## config.mk

```make
export PLATFORM = sky130hd
export DESIGN_NAME = sha256_w_seed_loader_2_flat
export DESIGN_NICKNAME = d
export VERILOG_FILES = /design/src/rtl/sha256_w_seed_loader_2_if.sv /design/src/rtl/sha256_w_seed_loader_2.sv /design/src/flat_wrapper.sv
export SDC_FILE = /design/constraint.sdc
export NUM_CORES = 1
export LEC_CHECK = 0
export ABC_AREA = 1
export CAP_MARGIN = 0
export CORE_ASPECT_RATIO = 1.4
export CORE_MARGIN = 8
export CORE_UTILIZATION = 49
export CTS_BUF_LIST = sky130_fd_sc_hd__clkbuf_4 sky130_fd_sc_hd__clkbuf_8
export DETAILED_ROUTE_END_ITERATION = 10
export GPL_TIMING_DRIVEN = 0
export MAX_ROUTING_LAYER = met4
export PLACE_DENSITY = 0.85
export RECOVER_POWER = 25
export REMOVE_ABC_BUFFERS = 1
export SYNTH_ARGS = -nofsm -noshare
export SYNTH_HDL_FRONTEND = slang
export SYNTH_SLANG_ARGS = --single-unit
```

## constraint.sdc

```tcl
create_clock -name CLK -period 1.79 [get_ports CLK]
set_clock_uncertainty 0.15 [all_clocks]
set_input_delay 0.2685 -clock CLK [delete_from_list [all_inputs] [get_ports CLK]]
set_output_delay 0.2685 -clock CLK [all_outputs]
set_load 0.01 [all_outputs]
```

## src/rtl/sha256_w_seed_loader_2_if.sv

```systemverilog
// Handshake bundle between the digest-word source, the seed loader and the
// second-hash window register.
interface sha256_w_seed_loader_2_if;
    logic         word_valid;
    logic         word_ready;
    logic [31:0]  word_in;
    logic         out_valid;
    logic         out_ready;
    logic         write_en;
    logic [127:0] block_lo;
    logic [127:0] block_hi;
    logic [3:0]   word_count;

    modport slave (
        input  word_valid, word_in, out_ready,
        output word_ready, out_valid, write_en, block_lo, block_hi, word_count
    );

    modport master (
        output word_valid, word_in, out_ready,
        input  word_ready, out_valid, write_en, block_lo, block_hi, word_count
    );
endinterface

```

## src/rtl/sha256_w_seed_loader_2.sv

```systemverilog
// Collects the 8-word first-hash digest and seeds the second-hash window register.
// Optional macro SHA256_SEED_BYTE_SWAP_EN byte-reverses each word before storage.
module sha256_w_seed_loader_2 #(
    parameter int WORD_W    = 32,
    parameter int NUM_WORDS = 8
) (
    input  logic                     CLK,
    input  logic                     RST,
    input  logic                     flush,
    sha256_w_seed_loader_2_if.slave  bus
);
    localparam int CNT_W = $clog2(NUM_WORDS) + 1;
    localparam int IDX_W = $clog2(NUM_WORDS);

    typedef enum logic [1:0] {IDLE, COLLECT, HOLD} state_t;

    state_t              state_q, state_d;
    logic [CNT_W-1:0]    count_q, count_d;
    logic [WORD_W-1:0]   slot_q [NUM_WORDS];
    logic [WORD_W-1:0]   slot_d [NUM_WORDS];
    logic [WORD_W-1:0]   word_stored;
    logic                word_ready;
    logic                out_valid;
    logic                accept;

`ifdef SHA256_SEED_BYTE_SWAP_EN
    assign word_stored = {bus.word_in[7:0], bus.word_in[15:8],
                          bus.word_in[23:16], bus.word_in[31:24]};
`else
    assign word_stored = bus.word_in;
`endif

    assign accept = bus.word_valid & word_ready & ~flush;

    always_ff @(posedge CLK or negedge RST) begin
        if (!RST) begin
            state_q <= IDLE;
            count_q <= '0;
            for (int i = 0; i < NUM_WORDS; i++) begin
                slot_q[i] <= '0;
            end
        end else begin
            state_q <= state_d;
            count_q <= count_d;
            for (int i = 0; i < NUM_WORDS; i++) begin
                slot_q[i] <= slot_d[i];
            end
        end
    end

    // Flush outranks every transition, including a handoff in HOLD.
    always_comb begin
        state_d = state_q;
        count_d = count_q;
        if (flush) begin
            state_d = IDLE;
            count_d = '0;
        end else begin
            case (state_q)
                IDLE: begin
                    if (accept) begin
                        state_d = COLLECT;
                        count_d = CNT_W'(1);
                    end
                end
                COLLECT: begin
                    if (accept) begin
                        count_d = count_q + CNT_W'(1);
                        if (count_q == CNT_W'(NUM_WORDS - 1)) begin
                            state_d = HOLD;
                        end
                    end
                end
                HOLD: begin
                    if (bus.out_ready) begin
                        state_d = IDLE;
                        count_d = '0;
                    end
                end
                default: begin
                    state_d = IDLE;
                    count_d = '0;
                end
            endcase
        end
    end

    // Slots are never cleared on handoff; only the addressed slot changes.
    always_comb begin
        for (int i = 0; i < NUM_WORDS; i++) begin
            slot_d[i] = slot_q[i];
        end
        if (accept) begin
            slot_d[count_q[IDX_W-1:0]] = word_stored;
        end
    end

    always_comb begin
        word_ready   = RST & (state_q != HOLD);
        out_valid    = (state_q == HOLD);
        bus.write_en = out_valid & bus.out_ready & ~flush;
    end

    assign bus.word_ready = word_ready;
    assign bus.out_valid  = out_valid;
    assign bus.word_count = count_q;
    assign bus.block_lo   = {slot_q[0], slot_q[1], slot_q[2], slot_q[3]};
    assign bus.block_hi   = {slot_q[4], slot_q[5], slot_q[6], slot_q[7]};
endmodule
```

## src/flat_wrapper.sv

```systemverilog
// flat-port wrapper written by rule: the top's interface ports become plain ports
module sha256_w_seed_loader_2_flat 
#(
    parameter int WORD_W    = 32,
    parameter int NUM_WORDS = 8
)
  (CLK, RST, flush, bus_word_valid, bus_word_in, bus_out_ready, bus_word_ready, bus_out_valid, bus_write_en, bus_block_lo, bus_block_hi, bus_word_count);
  sha256_w_seed_loader_2_if bus_i ();
  input  logic CLK;
  input  logic RST;
  input  logic flush;
  input wire logic [$bits(bus_i.word_valid)-1:0] bus_word_valid;
  input wire logic [$bits(bus_i.word_in)-1:0] bus_word_in;
  input wire logic [$bits(bus_i.out_ready)-1:0] bus_out_ready;
  output wire logic [$bits(bus_i.word_ready)-1:0] bus_word_ready;
  output wire logic [$bits(bus_i.out_valid)-1:0] bus_out_valid;
  output wire logic [$bits(bus_i.write_en)-1:0] bus_write_en;
  output wire logic [$bits(bus_i.block_lo)-1:0] bus_block_lo;
  output wire logic [$bits(bus_i.block_hi)-1:0] bus_block_hi;
  output wire logic [$bits(bus_i.word_count)-1:0] bus_word_count;
  assign bus_i.word_valid = bus_word_valid;
  assign bus_i.word_in = bus_word_in;
  assign bus_i.out_ready = bus_out_ready;
  assign bus_word_ready = bus_i.word_ready;
  assign bus_out_valid = bus_i.out_valid;
  assign bus_write_en = bus_i.write_en;
  assign bus_block_lo = bus_i.block_lo;
  assign bus_block_hi = bus_i.block_hi;
  assign bus_word_count = bus_i.word_count;
  sha256_w_seed_loader_2 #(.WORD_W(WORD_W), .NUM_WORDS(NUM_WORDS)) u_core (.CLK(CLK), .RST(RST), .flush(flush), .bus(bus_i));
endmodule
```

# == Yosys cells after proc, flatten, opt, wreduce, memory -nomap -nowiden ==
# Index checks and enable logic that the tools add are counted.
# classes
n_reduce_logical,4
n_lt_le_gt_ge,2
n_mux,14
n_eq_ne,8
bitwise_logic,7
add_sub_neg,1
# ops
op,n
bitwise mux 256 bit,1
demux 32 bit (select 3 bit),1
two-way mux 32 bit,1
two-way mux 4 bit,4
case mux 4 bit (3 select lines),1
two-way mux 2 bit,5
"!= test 3 x 2 -> 1 bit, second input constant",3
case mux 2 bit (3 select lines),1
AND 1 bit,5
"adder 4 x 1 -> 4 bit, second input constant",1
"== test 4 x 3 -> 1 bit, second input constant",1
">= comparator 4 bit, second input constant",1
"< comparator 4 x 1 -> 1 bit, second input constant",1
inverter 3 -> 4 bit,1
AND reduction 4 bit,1
"!= test 3 bit, second input constant",1
AND reduction 3 bit,1
"== test 2 x 1 -> 1 bit, second input constant",1
"== test 2 bit, second input constant",1
logical NOT 2 bit,1
"!= test 2 bit, second input constant",1
logical AND 1 bit,1
inverter 1 bit,1
# word_totals
inputBits,37
register_bits,262
word_cells,46
out_inout_bits,263

# == Logic depth before layout (Yosys ltp) ==
# Gate-level depths: netlist (run 1).
# depth
ltp_word,7
mapped_depth,8
mapped_depth_nobuf,8

# == Least setup slack after synthesis (run 1) ==
# OpenSTA, ideal clock, no wires.
# synth_timing
kind,register to register
start,"register u_core.count_q[2], in the netlist u_core.bus.word_count[2]"
end,register u_core.slot_q (netlist bit u_core.bus.block_hi[87])
path_stages_with_launch,9
n_path_buf,2
period_less_slack_ns,1.569
arrival_time_ns,1.297
setup_ns,0.121
required_ns,1.519
slack_ns,0.221
cell_sequence,dfrtp_1 -> buf_4 -> inv_2 -> or2_1 -> nor2_2 -> nand2_4 -> buf_6 -> nand2_1 -> o21ai_2
# synth_via
elab_chain_cells,6
elab_cells_between_ends,7
classes_between,order compare: 2; mux: 3; bitwise: 1; reduce/logical: 1
# synth_rtl
element,line,source
from (decl),sha256_w_seed_loader_2.sv:18,"logic [CNT_W-1:0] count_q, count_d;"
from (signal assigned),sha256_w_seed_loader_2.sv:44,count_q <= count_d;
inverter 3 -> 4 bit (not written as such) *,sha256_w_seed_loader_2.sv:94,slot_d[count_q[IDX_W-1:0]] = word_stored;
>= comparator 4 bit (not written as such) or < comparator 4 x 1 -> 1 bit (tied branches),sha256_w_seed_loader_2.sv:94,
logical AND 1 bit (not written as such),sha256_w_seed_loader_2.sv:94,
two-way mux 32 bit (not written as such),sha256_w_seed_loader_2.sv:94,
demux 32 bit (select 3 bit) *,sha256_w_seed_loader_2.sv:94,
bitwise mux 256 bit *,sha256_w_seed_loader_2.sv:94,
"to (signal, indexed assignment)",sha256_w_seed_loader_2.sv:46,slot_q[i] <= slot_d[i];
to (decl),sha256_w_seed_loader_2.sv:19,logic [WORD_W-1:0] slot_q [NUM_WORDS];
# Every way passes the cells marked *; elsewhere a longest branch is shown, timed or not.
# A chain may end at the register's enable or synchronous reset.

# == Worst setup path in the final report (run 1) ==
# layout_timing
start,register u_core.state_q[1]
end,register u_core.slot_q (netlist bit u_core.bus.block_lo[29])
# layout_via
elab_chain_cells,4
# layout_rtl
element,line,source
from (decl),sha256_w_seed_loader_2.sv:17,"state_t state_q, state_d;"
from (signal assigned),sha256_w_seed_loader_2.sv:43,state_q <= state_d;
!= test 2 bit,sha256_w_seed_loader_2.sv:99,word_ready = RST & (state_q != HOLD);
AND 1 bit,sha256_w_seed_loader_2.sv:99,
AND 1 bit (2 in a row),sha256_w_seed_loader_2.sv:33,assign accept = bus.word_valid & word_ready & ~flush;
# Every way passes these cells.

==> impl_metrics.py, run 1 <==
metrics = {
    "yosys": {
        "synth.avg_cell_area_sq_um": 9.94,
        "synth_top_area_share_pct": 61.7,
        "syn_area_sq_um": 10600,
        "yosysUniqueCellTypes": 23,
        "synth_seq_cells": 262,
        "ys_warn_count": 0,
        "syn_inst": 1069,
        "yosysSeqAreaShare_pct": 61.7,
        "synth_area_leaders": "dfrtp_1 62%, nand2_1 14%, o21ai_2 8.1%",
        "netlist.top_cell.by_area": "dfrtp_1",
    },
    "run_status": {
        "status": "complete, but fails checks",
        "violations": "negative hold slack, negative setup slack",
    },
    "critical_path": {
        "critPathLaunch": "u_core.state_q[1]$_DFFE_PN0P_",
        "reg2reg_depth": 8,
        "worstSetupEndpoint": "u_core.bus.block_lo[29]$_DFFE_PN0P_",
        "rrSetupSlack_ns": -0.05,
        "crit_fanout": 32,
        "crit_arrival_ns": 2.09,
        "reg2reg_to": "u_core.bus.block_lo[29]$_DFFE_PN0P_",
        "rr_startpoint": "u_core.state_q[1]$_DFFE_PN0P_",
        "critPathKind": "flip-flop to flip-flop",
        "required_ns": 2.03,
        "end_kind": "flip-flop",
        "critPathLaunchType": "flip-flop",
    },
    "timing": {
        "rsz0062_at_grt": "yes",
        "slew_headroom_pct": 28.3,
        "final_hold_viol_count": 66,
        "holdWs_ns": -0.539,
        "tns_ns": -0.364,
        "fin_crit_ns": 1.84,
        "tightest_slew_ns": 1.08,
        "min_period_over_period_pct": 103,
        "drv_slew": 0,
        "fin_ws_ns": -0.0504,
        "setup-violations-final": 27,
        "clock.fmax_mhz": 543,
    },
    "power_and_ir_drop": {
        "p_seq_share_pct": 41.0,
        "combPwrFrac_pct": 31.7,
        "power_leakage_nw": 8.49,
        "powerDensity_nw_per_um2": 1260,
        "switchingPower_mw": 6.66,
        "ir_worst_vdd_v": 0.00108,
        "intPower_mw": 12.9,
        "switching_share_pct": 34.0,
        "p_clk_share_pct": 27.3,
    },
    "finish": {
        "drive_gt1_share_pct": 20.6,
        "area_delta_synth_final_pct": 46.7,
        "final-seq-area_sq_um": 6560,
        "nFillCells": 1589,
        "final_nets": 1480,
        "multiInputGateArea_sq_um": 4040,
        "diodes": 0,
    },
    "routing": {
        "drc": 0,
        "ant_nets": 0,
        "drt_pass1_iterations": 5,
        "via_per_inst": 5.57,
        "detail_route.wirelength_mm": 43.1,
        "drt_iter0_drc": 592,
        "vias": 9633,
        "wl_per_cell_um": 24.9,
    },
    "floorplan": {
        "die_w_um": 140,
        "ios": 300,
        "start_util_pct": 49.3,
        "fp-row-count": 64,
        "core_area_sq_um": 21500,
        "die_area_sq_um": 26700,
        "fp.dieH_um": 190,
    },
    "hold_path": {
        "hold_class": "primary input to asynchronous set/reset pin",
    },
    "clock_tree": {
        "cts_max_level": 2,
        "tritoncts": "yes",
        "numCtsBuffers": 40,
        "cts_sinks": 262,
        "path_clk_slew_ns": 0.07,
        "cts_root_buf": "clkbuf_8",
        "clkLatencyLatePin_ns": 0.53,
        "cts_buffer_depth": 3,
    },
    "placed_design": {
        "dp_hpwl_mm": 21.8,
        "io_buffer_count": 299,
        "place_congestion": 0.777,
    },
    "grt": {
        "overflow": 0,
        "grt_pass1_wl_mm": 57.7,
        "antenna_found_initial": 0,
        "grt_pass1_vias": 9522,
        "grtUsageTotal_pct": 29.4,
        "grt_max_degree": 79,
    },
    "flow_run": {
        "drv_cap": 0,
    },
}
final cells by class:
cell class / instances / area share, %
clock inverters: 3 / 0.417
repair buffers: 371 / 23.3
clock buffers: 63 / 5.12
flip-flops and latches: 262 / 42.1
multi-input cells: 723 / 25.9
inverters: 44 / 1.08
well taps: 264 / 2.12
timing repair:
item	CTS	global route
pin swaps	17	18
buffers inserted	34	26
cloned	14	12
endpoints found under the hold margin	202	202
setup endpoints to repair	520	248
resized for setup	310	33
synth_stat cells (all sizes together):
library cell	instances
nand2	407
dfrtp	262
o21ai	260
buf	51
inv	44
nor2	17
clkbuf	12
nand3	7
nand4	5
or2	2
ha	1
nor3	1
worst min-delay path by stage:
stage / startpoint / to / slack (ns) / cells past startpoint
floorplan: RST / u_core.bus.block_hi[0]$_DFFE_PN0P_ / -0.18 / 0
global placement: u_core.bus.block_lo[93]$_DFFE_PN0P_ / u_core.bus.block_lo[93]$_DFFE_PN0P_ / 0.31 / 2
finish: RST / u_core.bus.block_lo[21]$_DFFE_PN0P_ / -0.54 / 1
global route: RST / u_core.bus.block_hi[111]$_DFFE_PN0P_ / -0.52 / 1
CTS: RST / u_core.bus.block_lo[15]$_DFFE_PN0P_ / -0.53 / 1
detailed placement: RST / u_core.bus.block_hi[103]$_DFFE_PN0P_ / 0.11 / 1
critical path, stage by stage (launching register included):
cell and delay, ns:
dfrtp_1 0.42, nand2_4 0.14, nand3_4 0.12, nor2_4 0.13
buf_12 0.16, buf_12 0.12, nand2_8 0.24, nand2_2 0.15
o21ai_1 0.07
power groups by stage:
stage	sequential, mW	clock (mW)	combinational (mW)
6_report	8.03	5.35	6.21
5_1_grt	8.17	5.66	6.62
4_1_cts	8.00	5.41	5.74
3_5_place_dp	8.15	0	6.30
3_3_place_gp	8.09	0	6.09
2_1_floorplan	8.75	0	1.65
registers in the layout, indices dropped and copies added, names as in the netlist:
signal                 count
u_core.bus.block_hi      128
u_core.state_q             2
u_core.bus.block_lo      128
u_core.bus.word_count      4
per-stage QoR:
stage | setup WS (ns) | instances | util (%) | area [sq um] | total power, mW
final | -0.0504 | 1730 | 72.4 | 15600 | 19.6
after global routing | -0.0857 | 1730 | 72.4 | 15600 | 20.5
after CTS | -0.141 | 1690 | 69.8 | 15000 | 19.1
after detailed placement | -1.44 | 1576 | 63.6 | 13700 | 14.4
after global placement | -15.79 | 1569 | 62.6 | 13500 | 14.2
after floorplan | -1.14 | 1006 | - | 10200 | 10.4
metal layers:
metal	track usage (%)	up-vias	share of wire [%]
met2	49.9	514	50
li1	-	4258	-
met1	32.2	4700	36
met4	17.0	0	7.0
met3	4.94	161	7.3
met5	-	-	0
kinds of logic after synthesis:
kind of cell               synth area share (%)
AOI/OAI and AO/OA                          15.7
adders and majority gates                 0.118
buffers and inverters                      5.96
DFF                                        61.7
and+or+nand+nor                            16.5
cell usage in the layout, fill, tap and decap left out, types with 2 or more instances in the layout:
master	count
buf_4	36
o21ai_0	9
clkbuf_8	52
buf_16	7
nand3_1	4
inv_2	4
nand2_8	24
buf_2	3
o21ai_1	151
buf_6	3
nand2_4	3
dfrtp_2	3
nand4_1	4
dfrtp_1	259
inv_1	39
clkbuf_4	12
nor2_4	13
clkbuf_2	2
nand3_4	3
dlygate4sd2_1	260
nor2_1	7
buf_8	2
o21ai_2	100
nand2_1	394
nand2_2	6
bufinv_16	2
clkdlybuf4s50_1	35
buf_12	19
Power figures use the tool's default switching activity.
==> inputs of run 2 (changes only) <==
- CORE_MARGIN: 8 -> unset
==> run 2 against run 1 <==
The flow still finishes with violations (negative hold slack, negative setup slack). Total power rose by 0.45%. Sequential share of layout area fell by 0.78 points. Critical path type is now flip-flop to primary output. Global-route usage rose by 3.9 points. Largest power group unchanged.
==> impl_metrics.py, run 2 (synthesized netlist as in run 1, its figures left out) <==
metrics = {
    "run_status": {
        "status": "complete, but fails checks",
        "violations": "negative hold slack, negative setup slack",
    },
    "timing": {
        "slew_headroom_pct": 22.1,
        "rsz0062_at_grt": "yes",
        "drv_slew": 0,
        "clock.fmax_mhz": 531,
        "final_hold_viol_count": 72,
        "fin_crit_ns": 1.88,
        "fin_ws_ns": -0.0924,
        "min_period_over_period_pct": 105,
        "holdWs_ns": -0.444,
        "tightest_slew_ns": 1.17,
        "setup-violations-final": 111,
    },
    "critical_path": {
        "critPathLaunch": "u_core.state_q[0]$_DFFE_PN0P_",
        "crit_fanout": 4,
        "required_ns": 1.37,
        "rrSetupSlack_ns": -0.09,
        "slowest_delay_ns": 0.40,
        "worst-path-buf-inv": 3,
        "crit_arrival_ns": 1.46,
        "reg2reg_depth": 9,
        "crit_path_top_delay_cell": "dfrtp_1",
        "critPathLaunchType": "flip-flop",
        "reg2reg_to": "u_core.bus.block_hi[63]$_DFFE_PN0P_",
        "critPathKind": "flip-flop to primary output",
        "rr_startpoint": "u_core.state_q[1]$_DFFE_PN0P_",
        "end_kind": "primary output",
        "path_cells": "inv_2, nand2_4, buf_6, nor3_2, buf_2",
        "path_delay_family": "flip-flops",
    },
    "floorplan": {
        "die_area_sq_um": 22300,
        "start_util_pct": 50.1,
        "die_w_um": 126,
        "fp.dieH_um": 176,
        "core_area_sq_um": 21200,
        "ios": 300,
        "fp-row-count": 63,
    },
    "grt": {
        "overflow": 0,
        "met2_usage_pct": 55.5,
        "grt_pass1_vias": 9231,
        "antenna_found_initial": 1,
        "gr-usage-met3_pct": 4.73,
        "grt_use_met1_pct": 39.1,
        "grt_busiest_layer": "met2",
        "grt_max_degree": 129,
        "grtUsageTotal_pct": 33.3,
        "grt_pass1_wl_mm": 54.0,
    },
    "clock_tree": {
        "cts_root_buf": "clkbuf_8",
        "cts_max_level": 2,
        "path_clk_slew_ns": 0.07,
        "cts_buffer_depth": 3,
        "numCtsBuffers": 40,
        "tritoncts": "yes",
        "cts_sinks": 262,
        "clkLatencyLatePin_ns": 0.53,
    },
    "finish": {
        "drive_gt1_share_pct": 21.7,
        "final_nets": 1496,
        "layout_common_cells": "394 x nand2_1, 259 x dlygate4sd2_1, 259 x dfrtp_1",
        "area_delta_synth_final_pct": 49.5,
        "final_common_cell": "nand2_1",
    },
    "hold_path": {
        "hold_class": "primary input to asynchronous set/reset pin",
    },
    "power_and_ir_drop": {
        "p_clk_share_pct": 27.7,
        "ir_worst_vdd_v": 0.000844,
        "power_leakage_nw": 8.61,
        "intPower_mw": 13.1,
        "p_total_mw": 19.7,
        "p_seq_share_pct": 40.8,
        "powerDensity_nw_per_um2": 1240,
        "combPwrFrac_pct": 31.5,
        "switching_share_pct": 33.6,
        "switchingPower_mw": 6.61,
    },
    "routing": {
        "vias": 9889,
        "ant_nets": 0,
        "drt_iter0_drc": 798,
        "drt_pass1_iterations": 5,
        "detail_route.wirelength_mm": 42.6,
        "via_per_inst": 5.65,
        "drc": 0,
        "wl_per_cell_um": 24.4,
    },
    "placed_design": {
        "io_buffer_count": 299,
        "place_congestion": 0.853,
        "dp_hpwl_mm": 19.9,
        "dp_slack_ns": -1.46,
    },
    "flow_run": {
        "drv_cap": 0,
    },
}
[run 2: changes by cell type in the layout (fill, tap and decap cells not counted), moves of 2 or more]
cell and change:
buf_6 +7, clkbuf_16 +6, clkbuf_8 +4, buf_4 +3
nand2_8 +3, buf_12 +2, buf_16 -2, clkbuf_4 -2
clkinv_2 +2, clkinvlp_4 +2, nand2_4 -2, o21ai_0 +2
[run 2: layer usage]
metal  up-vias  routed length [um]
met5         -                   0
met4         0                3110
met3       188                3170
met2       575               21000
met1      4830               15400
li1       4296                   -
[run 2: power groups by stage]
stage               Clock (mW)  Combinational [mW]  Sequential (mW)
floorplan                    0                1.65             8.75
finish                    5.46                6.20             8.02
detailed placement           0                6.29             8.15
global placement             0                5.96             8.10
global route              5.75                6.61             8.17
CTS                       5.48                5.73             7.98
[run 2: timing repair]
| item | in CTS | in global routing |
|---|---|---|
| hold endpoints to repair | 262 | 262 |
| pin swaps | 14 | 21 |
| setup buffers | 27 | 35 |
| gates cloned | 10 | 24 |
| resized for setup | 298 | 49 |
| endpoints found under the setup margin | 519 | 258 |
[run 2: how the worst max path moves through the flow]
stage	to	slack [ns]	cells after the start
finish	bus_write_en	-0.09	5
global route	bus_write_en	-0.16	5
CTS	u_core.bus.block_lo[126]$_DFFE_PN0P_	-0.18	7
detailed placement	u_core.bus.block_lo[117]$_DFFE_PN0P_	-1.46	6
global placement	u_core.bus.block_hi[22]$_DFFE_PN0P_	-15.79	5
floorplan	u_core.bus.block_hi[31]$_DFFE_PN0P_	-1.14	5
[run 2: worst register-to-register path: cells and delay by family, from the launching register on]
family | cells | cell delay, ns
buf+inv | 4 | 0.68
flops | 1 | 0.42
simple gates | 5 | 0.56
[run 2: area by class of cell]
class                           instances  area (sq um)
Sequential cell                       262          6560
Fill cell                            1521          5310
Multi-Input combinational cell        725          4090
Timing Repair Buffer                  385          3840
Clock buffer                           66           846
Tap cell                              260           325
Inverter                               44           169
Clock inverter                          6          60.1
Antenna cell                            1          2.50
[run 2: metrics by stage]
step / hold slack, ns / setup TNS, ns / std cells / utilization [%] / cell area [sq um]
final: -0.444 / -5.09 / 1749 / 74.9 / 15900
after global routing: -0.449 / -11.07 / 1749 / 74.9 / 15900
after global placement: 0.311 / -6238.38 / 1565 / 63.6 / 13500
after detailed placement: -0.0478 / -283.29 / 1575 / 64.9 / 13800
after CTS: -0.610 / -16.43 / 1684 / 70.4 / 14900
after floorplan: -0.177 / -145.57 / 1006 / - / 10200
